File: config.mk
export PLATFORM = sky130hd
export DESIGN_NAME = axil2native_bridge
export DESIGN_NICKNAME = d
export VERILOG_FILES = /design/src/rtl/axil2native_bridge.sv
export SDC_FILE = /design/constraint.sdc
export NUM_CORES = 1
export LEC_CHECK = 0
export ABC_AREA = 0
export CAP_MARGIN = 10
export CORE_ASPECT_RATIO = 1.75
export CORE_MARGIN = 2
export CORE_UTILIZATION = 60
export CTS_CLUSTER_SIZE = 10
export DETAILED_ROUTE_END_ITERATION = 7
export DONT_BUFFER_PORTS = 1
export GPL_TIMING_DRIVEN = 0
export PLACE_DENSITY = 0.76
export RECOVER_POWER = 25
export SKIP_CTS_REPAIR_TIMING = 1
export SYNTH_ARGS = -nofsm -noshare
export SYNTH_HDL_FRONTEND = slang
export SYNTH_SLANG_ARGS = --single-unit
File: constraint.sdc
create_clock -name clk -period 3.7 [get_ports clk]
set_clock_uncertainty 0.15 [all_clocks]
set_input_delay 0.74 -clock clk [delete_from_list [all_inputs] [get_ports clk]]
set_output_delay 0.74 -clock clk [all_outputs]
set_load 0.01 [all_outputs]
File: src/rtl/axil2native_bridge.sv
// AXI4-Lite slave to native valid/ready master bridge with registered holding slots and responses.
// Optional native-response watchdog enabled by defining AXIL2NATIVE_TIMEOUT_EN.
module axil2native_bridge #(
    parameter int unsigned DATA_WIDTH     = 32,
    parameter int unsigned ADDR_WIDTH     = 32,
    parameter int unsigned STRB_WIDTH     = DATA_WIDTH / 8,
    parameter int unsigned ARB_MODE       = 0,
    parameter int unsigned TIMEOUT_CYCLES = 256
) (
    input  logic                  clk,
    input  logic                  rst,
    input  logic [ADDR_WIDTH-1:0] s_axil_awaddr,
    input  logic [2:0]            s_axil_awprot,
    input  logic                  s_axil_awvalid,
    output logic                  s_axil_awready,
    input  logic [DATA_WIDTH-1:0] s_axil_wdata,
    input  logic [STRB_WIDTH-1:0] s_axil_wstrb,
    input  logic                  s_axil_wvalid,
    output logic                  s_axil_wready,
    output logic [1:0]            s_axil_bresp,
    output logic                  s_axil_bvalid,
    input  logic                  s_axil_bready,
    input  logic [ADDR_WIDTH-1:0] s_axil_araddr,
    input  logic [2:0]            s_axil_arprot,
    input  logic                  s_axil_arvalid,
    output logic                  s_axil_arready,
    output logic [DATA_WIDTH-1:0] s_axil_rdata,
    output logic [1:0]            s_axil_rresp,
    output logic                  s_axil_rvalid,
    input  logic                  s_axil_rready,
    output logic                  native_valid,
    input  logic                  native_ready,
    output logic [ADDR_WIDTH-1:0] native_addr,
    output logic [DATA_WIDTH-1:0] native_wdata,
    output logic [STRB_WIDTH-1:0] native_wstrb,
    input  logic [DATA_WIDTH-1:0] native_rdata
);

    typedef enum logic [2:0] {StIdle, StWr, StRd, StBresp, StRresp} state_e;

    state_e state_q, state_d;

    logic                  rst_done_q;
    logic                  aw_full_q, w_full_q, ar_full_q;
    logic [ADDR_WIDTH-1:0] awaddr_q, araddr_q;
    logic [DATA_WIDTH-1:0] wdata_q;
    logic [STRB_WIDTH-1:0] wstrb_q;
    logic                  last_grant_q;  // 1: last native grant was a write
    logic                  native_valid_q;
    logic [ADDR_WIDTH-1:0] native_addr_q;
    logic [DATA_WIDTH-1:0] native_wdata_q;
    logic [STRB_WIDTH-1:0] native_wstrb_q;
    logic                  bvalid_q, rvalid_q;
    logic [1:0]            bresp_q, rresp_q;
    logic [DATA_WIDTH-1:0] rdata_q;

    logic aw_hs, w_hs, ar_hs, wr_pend, rd_pend, grant_wr, tmo;
    logic load_wr, load_rd, wr_done, rd_done, b_done, r_done;
    logic unused_prot;

    assign unused_prot = ^{s_axil_awprot, s_axil_arprot};

    assign s_axil_awready = rst_done_q && !aw_full_q;
    assign s_axil_wready  = rst_done_q && !w_full_q;
    assign s_axil_arready = rst_done_q && !ar_full_q;

    assign aw_hs = s_axil_awvalid && s_axil_awready;
    assign w_hs  = s_axil_wvalid && s_axil_wready;
    assign ar_hs = s_axil_arvalid && s_axil_arready;

    assign wr_pend  = aw_full_q && w_full_q;
    assign rd_pend  = ar_full_q;
    assign grant_wr = wr_pend && (!rd_pend || (ARB_MODE == 0) || !last_grant_q);

`ifdef AXIL2NATIVE_TIMEOUT_EN
    localparam int unsigned CntW = $clog2(TIMEOUT_CYCLES);

    logic [CntW-1:0] cnt_q;
    logic            busy;

    assign busy = (state_q == StWr) || (state_q == StRd);
    assign tmo  = busy && !native_ready && (cnt_q == CntW'(TIMEOUT_CYCLES - 1));

    always_ff @(posedge clk) begin
        if (!rst || load_wr || load_rd) begin
            cnt_q <= '0;
        end else if (busy && !native_ready) begin
            cnt_q <= cnt_q + 1'b1;
        end
    end
`else
    assign tmo = 1'b0;
`endif

    always_ff @(posedge clk) begin
        if (!rst) begin
            state_q <= StIdle;
        end else begin
            state_q <= state_d;
        end
    end

    always_comb begin
        state_d = state_q;
        unique case (state_q)
            StIdle: begin
                if (grant_wr) begin
                    state_d = StWr;
                end else if (rd_pend) begin
                    state_d = StRd;
                end
            end
            StWr:    if (native_ready || tmo) state_d = StBresp;
            StRd:    if (native_ready || tmo) state_d = StRresp;
            StBresp: if (s_axil_bready) state_d = StIdle;
            StRresp: if (s_axil_rready) state_d = StIdle;
            default: state_d = StIdle;
        endcase
    end

    always_comb begin
        load_wr = (state_q == StIdle) && (state_d == StWr);
        load_rd = (state_q == StIdle) && (state_d == StRd);
        wr_done = (state_q == StWr) && (native_ready || tmo);
        rd_done = (state_q == StRd) && (native_ready || tmo);
        b_done  = (state_q == StBresp) && s_axil_bready;
        r_done  = (state_q == StRresp) && s_axil_rready;
    end

    always_ff @(posedge clk) begin
        if (!rst) begin
            rst_done_q     <= 1'b0;
            aw_full_q      <= 1'b0;
            w_full_q       <= 1'b0;
            ar_full_q      <= 1'b0;
            awaddr_q       <= '0;
            araddr_q       <= '0;
            wdata_q        <= '0;
            wstrb_q        <= '0;
            last_grant_q   <= 1'b0;
            native_valid_q <= 1'b0;
            native_addr_q  <= '0;
            native_wdata_q <= '0;
            native_wstrb_q <= '0;
            bvalid_q       <= 1'b0;
            bresp_q        <= 2'b00;
            rvalid_q       <= 1'b0;
            rresp_q        <= 2'b00;
            rdata_q        <= '0;
        end else begin
            rst_done_q <= 1'b1;
            if (aw_hs) begin
                awaddr_q  <= s_axil_awaddr;
                aw_full_q <= 1'b1;
            end else if (wr_done) begin
                aw_full_q <= 1'b0;
            end
            if (w_hs) begin
                wdata_q  <= s_axil_wdata;
                wstrb_q  <= s_axil_wstrb;
                w_full_q <= 1'b1;
            end else if (wr_done) begin
                w_full_q <= 1'b0;
            end
            if (ar_hs) begin
                araddr_q  <= s_axil_araddr;
                ar_full_q <= 1'b1;
            end else if (rd_done) begin
                ar_full_q <= 1'b0;
            end
            if (load_wr) begin
                native_valid_q <= 1'b1;
                native_addr_q  <= awaddr_q;
                native_wdata_q <= wdata_q;
                native_wstrb_q <= wstrb_q;
                last_grant_q   <= 1'b1;
            end else if (load_rd) begin
                native_valid_q <= 1'b1;
                native_addr_q  <= araddr_q;
                native_wstrb_q <= '0;
                last_grant_q   <= 1'b0;
            end else if (wr_done || rd_done) begin
                native_valid_q <= 1'b0;
            end
            // A ready in the watchdog expiry cycle still yields OKAY.
            if (wr_done) begin
                bvalid_q <= 1'b1;
                bresp_q  <= native_ready ? 2'b00 : 2'b10;
            end else if (b_done) begin
                bvalid_q <= 1'b0;
            end
            if (rd_done) begin
                rvalid_q <= 1'b1;
                rresp_q  <= native_ready ? 2'b00 : 2'b10;
                rdata_q  <= native_ready ? native_rdata : '0;
            end else if (r_done) begin
                rvalid_q <= 1'b0;
            end
        end
    end

    assign native_valid  = native_valid_q;
    assign native_addr   = native_addr_q;
    assign native_wdata  = native_wdata_q;
    assign native_wstrb  = native_wstrb_q;
    assign s_axil_bvalid = bvalid_q;
    assign s_axil_bresp  = bresp_q;
    assign s_axil_rvalid = rvalid_q;
    assign s_axil_rresp  = rresp_q;
    assign s_axil_rdata  = rdata_q;

endmodule

==> qor.yml, run 1 <==
hold_start: "rst"
ys_ff_latch: 212
setup_viol: 0
n_antenna_cell: 0
drv_slew: 0
crit_chain: "clkbuf_1 > nor2b_1"
synth_compound_area_share_pct: 14.6
gp_congestion: 0.851
synth_fa_ha_area_share_pct: 0
synth_cells: 942
yosys.area.top_type: "dfxtp_1"
ios: 256
yosysSeqAreaShare_pct: 53.6
p_leak_nw: 3.08
synth-edff-count: 0
cp.required_ps: 2810
vias: 6497
cts.sinks: 212
synth_top_family_by_area: "simple AND/OR/NAND/NOR gates"
overflow: 0
period_share_pct: 62.2
async_flop_share_pct: 0
power_density_nw_per_um2: 549
fillers: 1163
vias_per_cell: 5.70
fin_nets: 1116
r2r_start: "state_q[0]$_SDFF_PN0_"
worstHoldPathCells: 0
avgSynthCellArea_um2: 8.40
syn_area_um2: 7920
yosys_warnings: 0
grt_pass1_wl_mm: 32.1
die_x_um: 90.8
initial_utilization_pct: 61.2
cts_tree: "done"
die_y_um: 156
whs_endpoint: "rst_done_q$_DFF_P_"
drc_errors: 0
cts_buffers: 25
fmax_mhz: 434
portBuffers: 0
slew_headroom_pct: 58.1
first_pass_iters: 5
path_class: "register to primary output"
rows: 55
vdd_drop_max_mv: 0.462
tns_ps: 0
finalHoldViolCount: 0
cts.clk_slew.worst_paths_ps: 60
dr.first_iter.drc_count: 217
min_path_type: "primary input to register"
clk_root_buffer_cell: "clkbuf_16"
grt_pass1_vias: 6411
dp_hpwl_mm: 15.1
clk_latency_ps: 500
dieArea_um2: 14200
antenna_found_initial: 0
maxCapViolCount: 0
grtUsageTotal_pct: 28.0
ff2ff_path_depth: 5
reg2reg_to: "native_addr[24]$_SDFFE_PN0P_"
holdWs_ps: 112
cp_slowest_cell: "clkbuf_1"
cp.arrival_ps: 1410
areaGrowthSynthToFinish_pct: 10.5
crit_fanout: 10
rsz0062_at_grt: "false"
cpPeakStageDelay_ps: 380
cp_num_buf_inv: 1
yosysTopAreaCellShare_pct: 53.6
final_antenna_net_count: 0
synth_area_leaders: "dfxtp_1 (54%), nand2_1 (17%), a21oi_1 (8.9%)"
wl_per_cell_um: 18.1
cpLargestDelayFamily: "buffers and inverters"
layout_min_cycle_time_ps: 2300
cts.path.max_buffers: 3
wl_mm: 20.6
yosys.area_share.simple_pct: 21.8
ys.flop_type: "dfxtp_1"
outcome: "completed"
h-tree-depth: 1
crit_path_end_kind: "primary output"
synth_cell_types: 42
grt_max_degree: 12
coreArea_um2: 12900
synth.area.mux_share_pct: 4.80
startpoint_type: "register"
drive_gt1_share_pct: 5.78
worst_slew_pin_slew_ps: 629
synth_xor_xnor_area_share_pct: 0.111
ff2ff_setup_slack_ps: 1620
-- cells in the mapped netlist (2+ instances only) --
cell type	count
a211oi_1	9
a21oi_1	141
a221o_1	26
a22o_1	2
a32o_1	4
and3_1	2
and3b_1	3
buf_1	10
buf_2	25
buf_4	2
buf_6	6
clkbuf_1	35
dfxtp_1	212
inv_1	3
mux2i_1	38
nand2_1	356
nand2b_1	8
nand3b_1	4
nor2_1	3
nor2b_1	4
nor3_1	26
nor4bb_1	2
o21ai_0	2
-- power breakdown --
part,internal [mW],switching (mW)
clock network,1.18,0.840
registers,2.37,0.0631
logic,0.111,0.234
total,3.66,1.14
-- layer usage --
metal	vias to the layer above	wire length (um)	track usage, %
met2	219	11100	53.0
met1	3058	7300	29.3
met3	41	1670	7.25
li1	3179	-	-
met4	0	547	11.0
met5	-	0	0
-- stage by stage --
step / worst slack [ps] / cell area, um2 / cells / util [%] / power, mW
after floorplan: 1820 / 7920 / 943 / - / 2.73
after global placement: 1300 / 8130 / 1114 / 62.9 / 2.82
after detailed placement: 1290 / 8130 / 1114 / 62.9 / 2.83
after CTS: 1390 / 8770 / 1140 / 67.8 / 4.83
after global routing: 1290 / 8750 / 1140 / 67.6 / 4.96
final: 1400 / 8750 / 1140 / 67.6 / 4.80
-- cell usage in the layout (no fill, tap or decap), types with 9 or more instances in the layout --
cell       synthesis  layout
clkbuf_1          35      43
nor3_1            26      27
buf_2             25      20
a211oi_1           9       9
a21oi_1          141     141
clkbuf_16          0      25
mux2i_1           38      38
dfxtp_1          212     212
nand2_1          356     356
a221o_1           26      26
-- sequential cells by signal, indices dropped and copies added, names as in the netlist --
name / cells
awaddr_q: 32
native_wdata: 32
s_axil_bresp: 1
araddr_q: 32
w_full_q: 1
rst_done_q: 1
native_valid: 1
s_axil_rvalid: 1
aw_full_q: 1
native_addr: 32
s_axil_rresp: 1
s_axil_rdata: 32
wdata_q: 32
state_q: 3
wstrb_q: 4
native_wstrb: 4
ar_full_q: 1
s_axil_bvalid: 1
-- worst max-delay path by stage --
| stage | startpoint | to | slack (ps) | cells after the start |
|---|---|---|---|---|
| CTS | ar_full_q$_SDFFE_PN0P_ | s_axil_arready | 1390 | 2 |
| global route | ar_full_q$_SDFFE_PN0P_ | s_axil_arready | 1290 | 2 |
| global placement | rst | wstrb_q[1]$_SDFFE_PN0P_ | 1300 | 5 |
| floorplan | rst | native_addr[10]$_SDFFE_PN0P_ | 1820 | 5 |
| finish | ar_full_q$_SDFFE_PN0P_ | s_axil_arready | 1400 | 2 |
| detailed placement | rst | wdata_q[0]$_SDFFE_PN0P_ | 1290 | 5 |
-- worst reg2reg max path, delay by kind of cell, from the launching register on --
family,cells,cell delay (ps)
compound gates,2,540
buf+inv,2,480
flops,1,320
simple gates,1,470
-- kinds of logic (layout without fill, tap and decap cells) --
kind of cell | Yosys count | after routing
flip-flops | 212 | 212
multiplexers | 38 | 38
AO/OA/AOI/OAI | 191 | 191
XOR/XNOR | 1 | 1
other | 1 | 2
AND/OR/NAND/NOR | 416 | 416
buffers and inverters | 83 | 109
-- final cells by class --
| class | instances | area [um2] | share of cell area (%) |
|---|---|---|---|
| clock buffer | 25 | 626 | 7.15 |
| inverter | 4 | 15.0 | 0.172 |
| buffer | 79 | 374 | 4.28 |
| multi-input combinational | 648 | 3270 | 37.4 |
| clock inverter | 1 | 8.76 | 0.100 |
| tap | 171 | 214 | 2.45 |
| sequential | 212 | 4240 | 48.5 |
(Power assumes the default switching activity.)
==> run 2, diff against run 1 <==
--- a/config.mk
+++ b/config.mk
@@ -9,12 +9,12 @@
 export CAP_MARGIN = 10
 export CORE_ASPECT_RATIO = 1.75
 export CORE_MARGIN = 2
-export CORE_UTILIZATION = 60
+export CORE_UTILIZATION = 56
 export CTS_CLUSTER_SIZE = 10
 export DETAILED_ROUTE_END_ITERATION = 7
 export DONT_BUFFER_PORTS = 1
 export GPL_TIMING_DRIVEN = 0
-export PLACE_DENSITY = 0.76
+export PLACE_DENSITY = 0.74
 export RECOVER_POWER = 25
 export SKIP_CTS_REPAIR_TIMING = 1
 export SYNTH_ARGS = -nofsm -noshare
==> constraint.sdc (replaced) <==
create_clock -name clk -period 2 [get_ports clk]
set_clock_uncertainty 0.15 [all_clocks]
set_input_delay 0.4 -clock clk [delete_from_list [all_inputs] [get_ports clk]]
set_output_delay 0.4 -clock clk [all_outputs]
set_load 0.01 [all_outputs]
==> run 2 against run 1 <==
  * Critical path depth did not move
  * Largest cell class unchanged
  * Via count rose by 11%
  * Clock power rose by 87%
  * The run now ends with hold timing left
  * First-iteration DRC count rose by 52%
  * Routed wire length rose by 15%
  * Final cell count rose by 12%
  * Sequential power rose by 85%
  * Highest routed layer unchanged
==> qor.yml, run 2 (synthesis results as in run 1) <==
cpPeakStageDelay_ps: 340  # was 380 ps
layout_min_cycle_time_ps: 1880
crit_fanout: 9  # was 10
internal-power_mw: 6.96  # was 3.66 mW
cts.clk_slew.worst_paths_ps: 60  # about the same
ff2ff_setup_slack_ps: 130  # was 1620 ps
fin_nets: 1251  # was 1116
rows: 57  # was 55
finalHoldViolCount: 1  # was 0
drc_errors: 0  # unchanged
coreArea_um2: 13800  # was 12900 um2
die_x_um: 93.9  # was 90.8 um
slew_headroom_pct: 57.5  # was 58.1%
violations: "hold timing"
r2r_start: "w_full_q$_SDFFE_PN0P_"  # was state_q[0]$_SDFF_PN0_
crit_chain: "buf_2 > nor2b_1"  # was clkbuf_1 > nor2b_1
fmax_mhz: 533
clock_power_share_pct: 41.3  # was 42.2%
maxCapViolCount: 0  # unchanged
sw_frac_of_total_pct: 24.1  # was 23.7%
p_leak_nw: 3.68  # was 3.08 nW
first_pass_iters: 5  # unchanged
ff2ff_path_depth: 4  # was 5
cpLargestDelayFamily: "simple AND/OR/NAND/NOR gates"  # was buffers and inverters
cts_tree: "done"  # unchanged
grt_max_degree: 12  # unchanged
cts.sinks: 212  # unchanged
ios: 256  # unchanged
postLayoutCoreUtil_pct: 73.2  # was 67.6%
n_antenna_cell: 0  # unchanged
vias: 7237  # was 6497
drive_gt1_share_pct: 6.07  # was 5.78%
final_common_cell: "nand2_1"  # unchanged
cp.required_ps: 1450  # was 2810 ps
fillers: 1002  # was 1163
power_density_nw_per_um2: 905  # was 549 nW/um2
vias_per_cell: 5.65  # was 5.70
dieArea_um2: 15100  # was 14200 um2
setup_viol: 0  # unchanged
grt_pass1_wl_mm: 32.4  # was 32.1 mm
worstHoldPathCells: 2  # was 0
cp_slowest_cell: "nor2b_1"  # was clkbuf_1
grt_pass1_vias: 6513  # was 6411
cts_buffers: 25  # unchanged
initial_utilization_pct: 57.2  # was 61.2%
path_class: "register to primary output"  # unchanged
min_path_type: "primary input to register"  # unchanged
dr.first_iter.drc_count: 329  # was 217
wl_per_cell_um: 18.5  # was 18.1 um
register_area_um2: 4240  # unchanged
drv_slew: 0  # unchanged
worst_slew_pin_slew_ps: 638  # was 629 ps
cts.path.max_buffers: 3  # unchanged
rsz0062_at_grt: "false"  # unchanged
cp_num_buf_inv: 1  # unchanged
holdWs_ps: -8.91  # was 112 ps
clk_root_buffer_cell: "clkbuf_16"  # unchanged
grtUsageTotal_pct: 26.7  # was 28.0%
outcome: "finished with violations"  # was completed
reg2reg_to: "wdata_q[10]$_SDFFE_PN0P_"  # was native_addr[24]$_SDFFE_PN0P_
startpoint_type: "register"  # unchanged
whs_endpoint: "state_q[1]$_SDFF_PN0_"  # was rst_done_q$_DFF_P_
wl_mm: 23.6  # was 20.6 mm
clk_latency_ps: 500  # about the same
die_y_um: 161  # was 156 um
period_share_pct: 93.9
final_antenna_net_count: 0  # unchanged
p_switching_mw: 2.21  # was 1.14 mW
h-tree-depth: 1  # unchanged
dp_hpwl_mm: 15.5  # was 15.1 mm
areaGrowthSynthToFinish_pct: 28.0  # was 10.5%
gp_congestion: 0.819  # was 0.851
crit_path_end_kind: "primary output"  # unchanged
portBuffers: 0  # unchanged
multi_input_area_um2: 3280  # was 3270 um2
antenna_found_initial: 0  # unchanged
vdd_drop_max_mv: 0.675  # was 0.462 mV
final_cell_mix: "nand2_1 (356), dfxtp_1 (212), a21oi_1 (141), dlygate4sd3_1 (135), mux2i_1 (38)"  # was nand2_1 (356), dfxtp_1 (212), a21oi_1 (141), clkbuf_1 (43), mux2i_1 (38)
hold_start: "native_ready"  # was rst
overflow: 0  # unchanged
p_seq_share_pct: 49.1  # was 50.6%
combPwrFrac_pct: 9.6  # was 7.2%
cp.arrival_ps: 1330  # was 1410 ps
## run 2: changes by cell type in the layout (fill, tap and decap cells not counted), sizes merged
| cell | delta |
|---|---|
| buf | +7 |
| clkbuf | -7 |
| dlygate4sd3 | +135 |
## run 2: routing by layer
| metal | vias up | global-route usage (%) | share of wire [%] |
|---|---|---|---|
| li1 | 3450 | - | - |
| met1 | 3418 | 27.9 | 35 |
| met4 | 0 | 10.8 | 4.1 |
| met5 | - | 0 | 0 |
| met3 | 78 | 7.65 | 7.0 |
| met2 | 291 | 49.0 | 54 |
## run 2: layout make-up
cell class | instances | area share [%]
Timing Repair Buffer | 135 | 13.3
Clock inverter | 1 | 0.0865
Tap cell | 177 | 2.19
Buffer | 79 | 3.80
Inverter | 4 | 0.148
Clock buffer | 25 | 6.18
Multi-Input combinational cell | 648 | 32.4
Sequential cell | 212 | 41.9
## run 2: power groups by stage
stage | registers [mW] | logic (mW) | clock network [mW]
after CTS | 4.50 | 0.642 | 3.82
after floorplan | 4.56 | 0.488 | 0
after global placement | 4.58 | 0.629 | 0
final | 4.50 | 0.882 | 3.78
after global routing | 4.52 | 0.968 | 4.00
after detailed placement | 4.59 | 0.641 | 0
## run 2: per-stage QoR
step	cell area (um2)	cells	power (mW)	setup WS, ps	TNS [ps]
after global routing	10100	1281	9.49	18.6	0
after detailed placement	8140	1120	5.23	-59.6	-1630
final	10100	1281	9.17	123	0
after global placement	8140	1120	5.21	-23.6	-740
after floorplan	7920	943	5.05	409	0
after CTS	8780	1146	8.96	-25.9	-25.9
## run 2: how the worst max path moves through the flow
stage                                start                            end  slack [ps]  cells past startpoint
floorplan           aw_full_q$_SDFFE_PN0P_   native_addr[10]$_SDFFE_PN0P_         410                      6
global placement                       rst       wdata_q[30]$_SDFFE_PN0P_         -20                      5
detailed placement                     rst       wdata_q[23]$_SDFFE_PN0P_         -60                      5
CTS                 ar_full_q$_SDFFE_PN0P_                 s_axil_arready         -30                      2
global route         state_q[2]$_SDFF_PN0_  s_axil_rdata[30]$_SDFFE_PN0P_          20                      6
finish                  rst_done_q$_DFF_P_                 s_axil_awready         120                      2
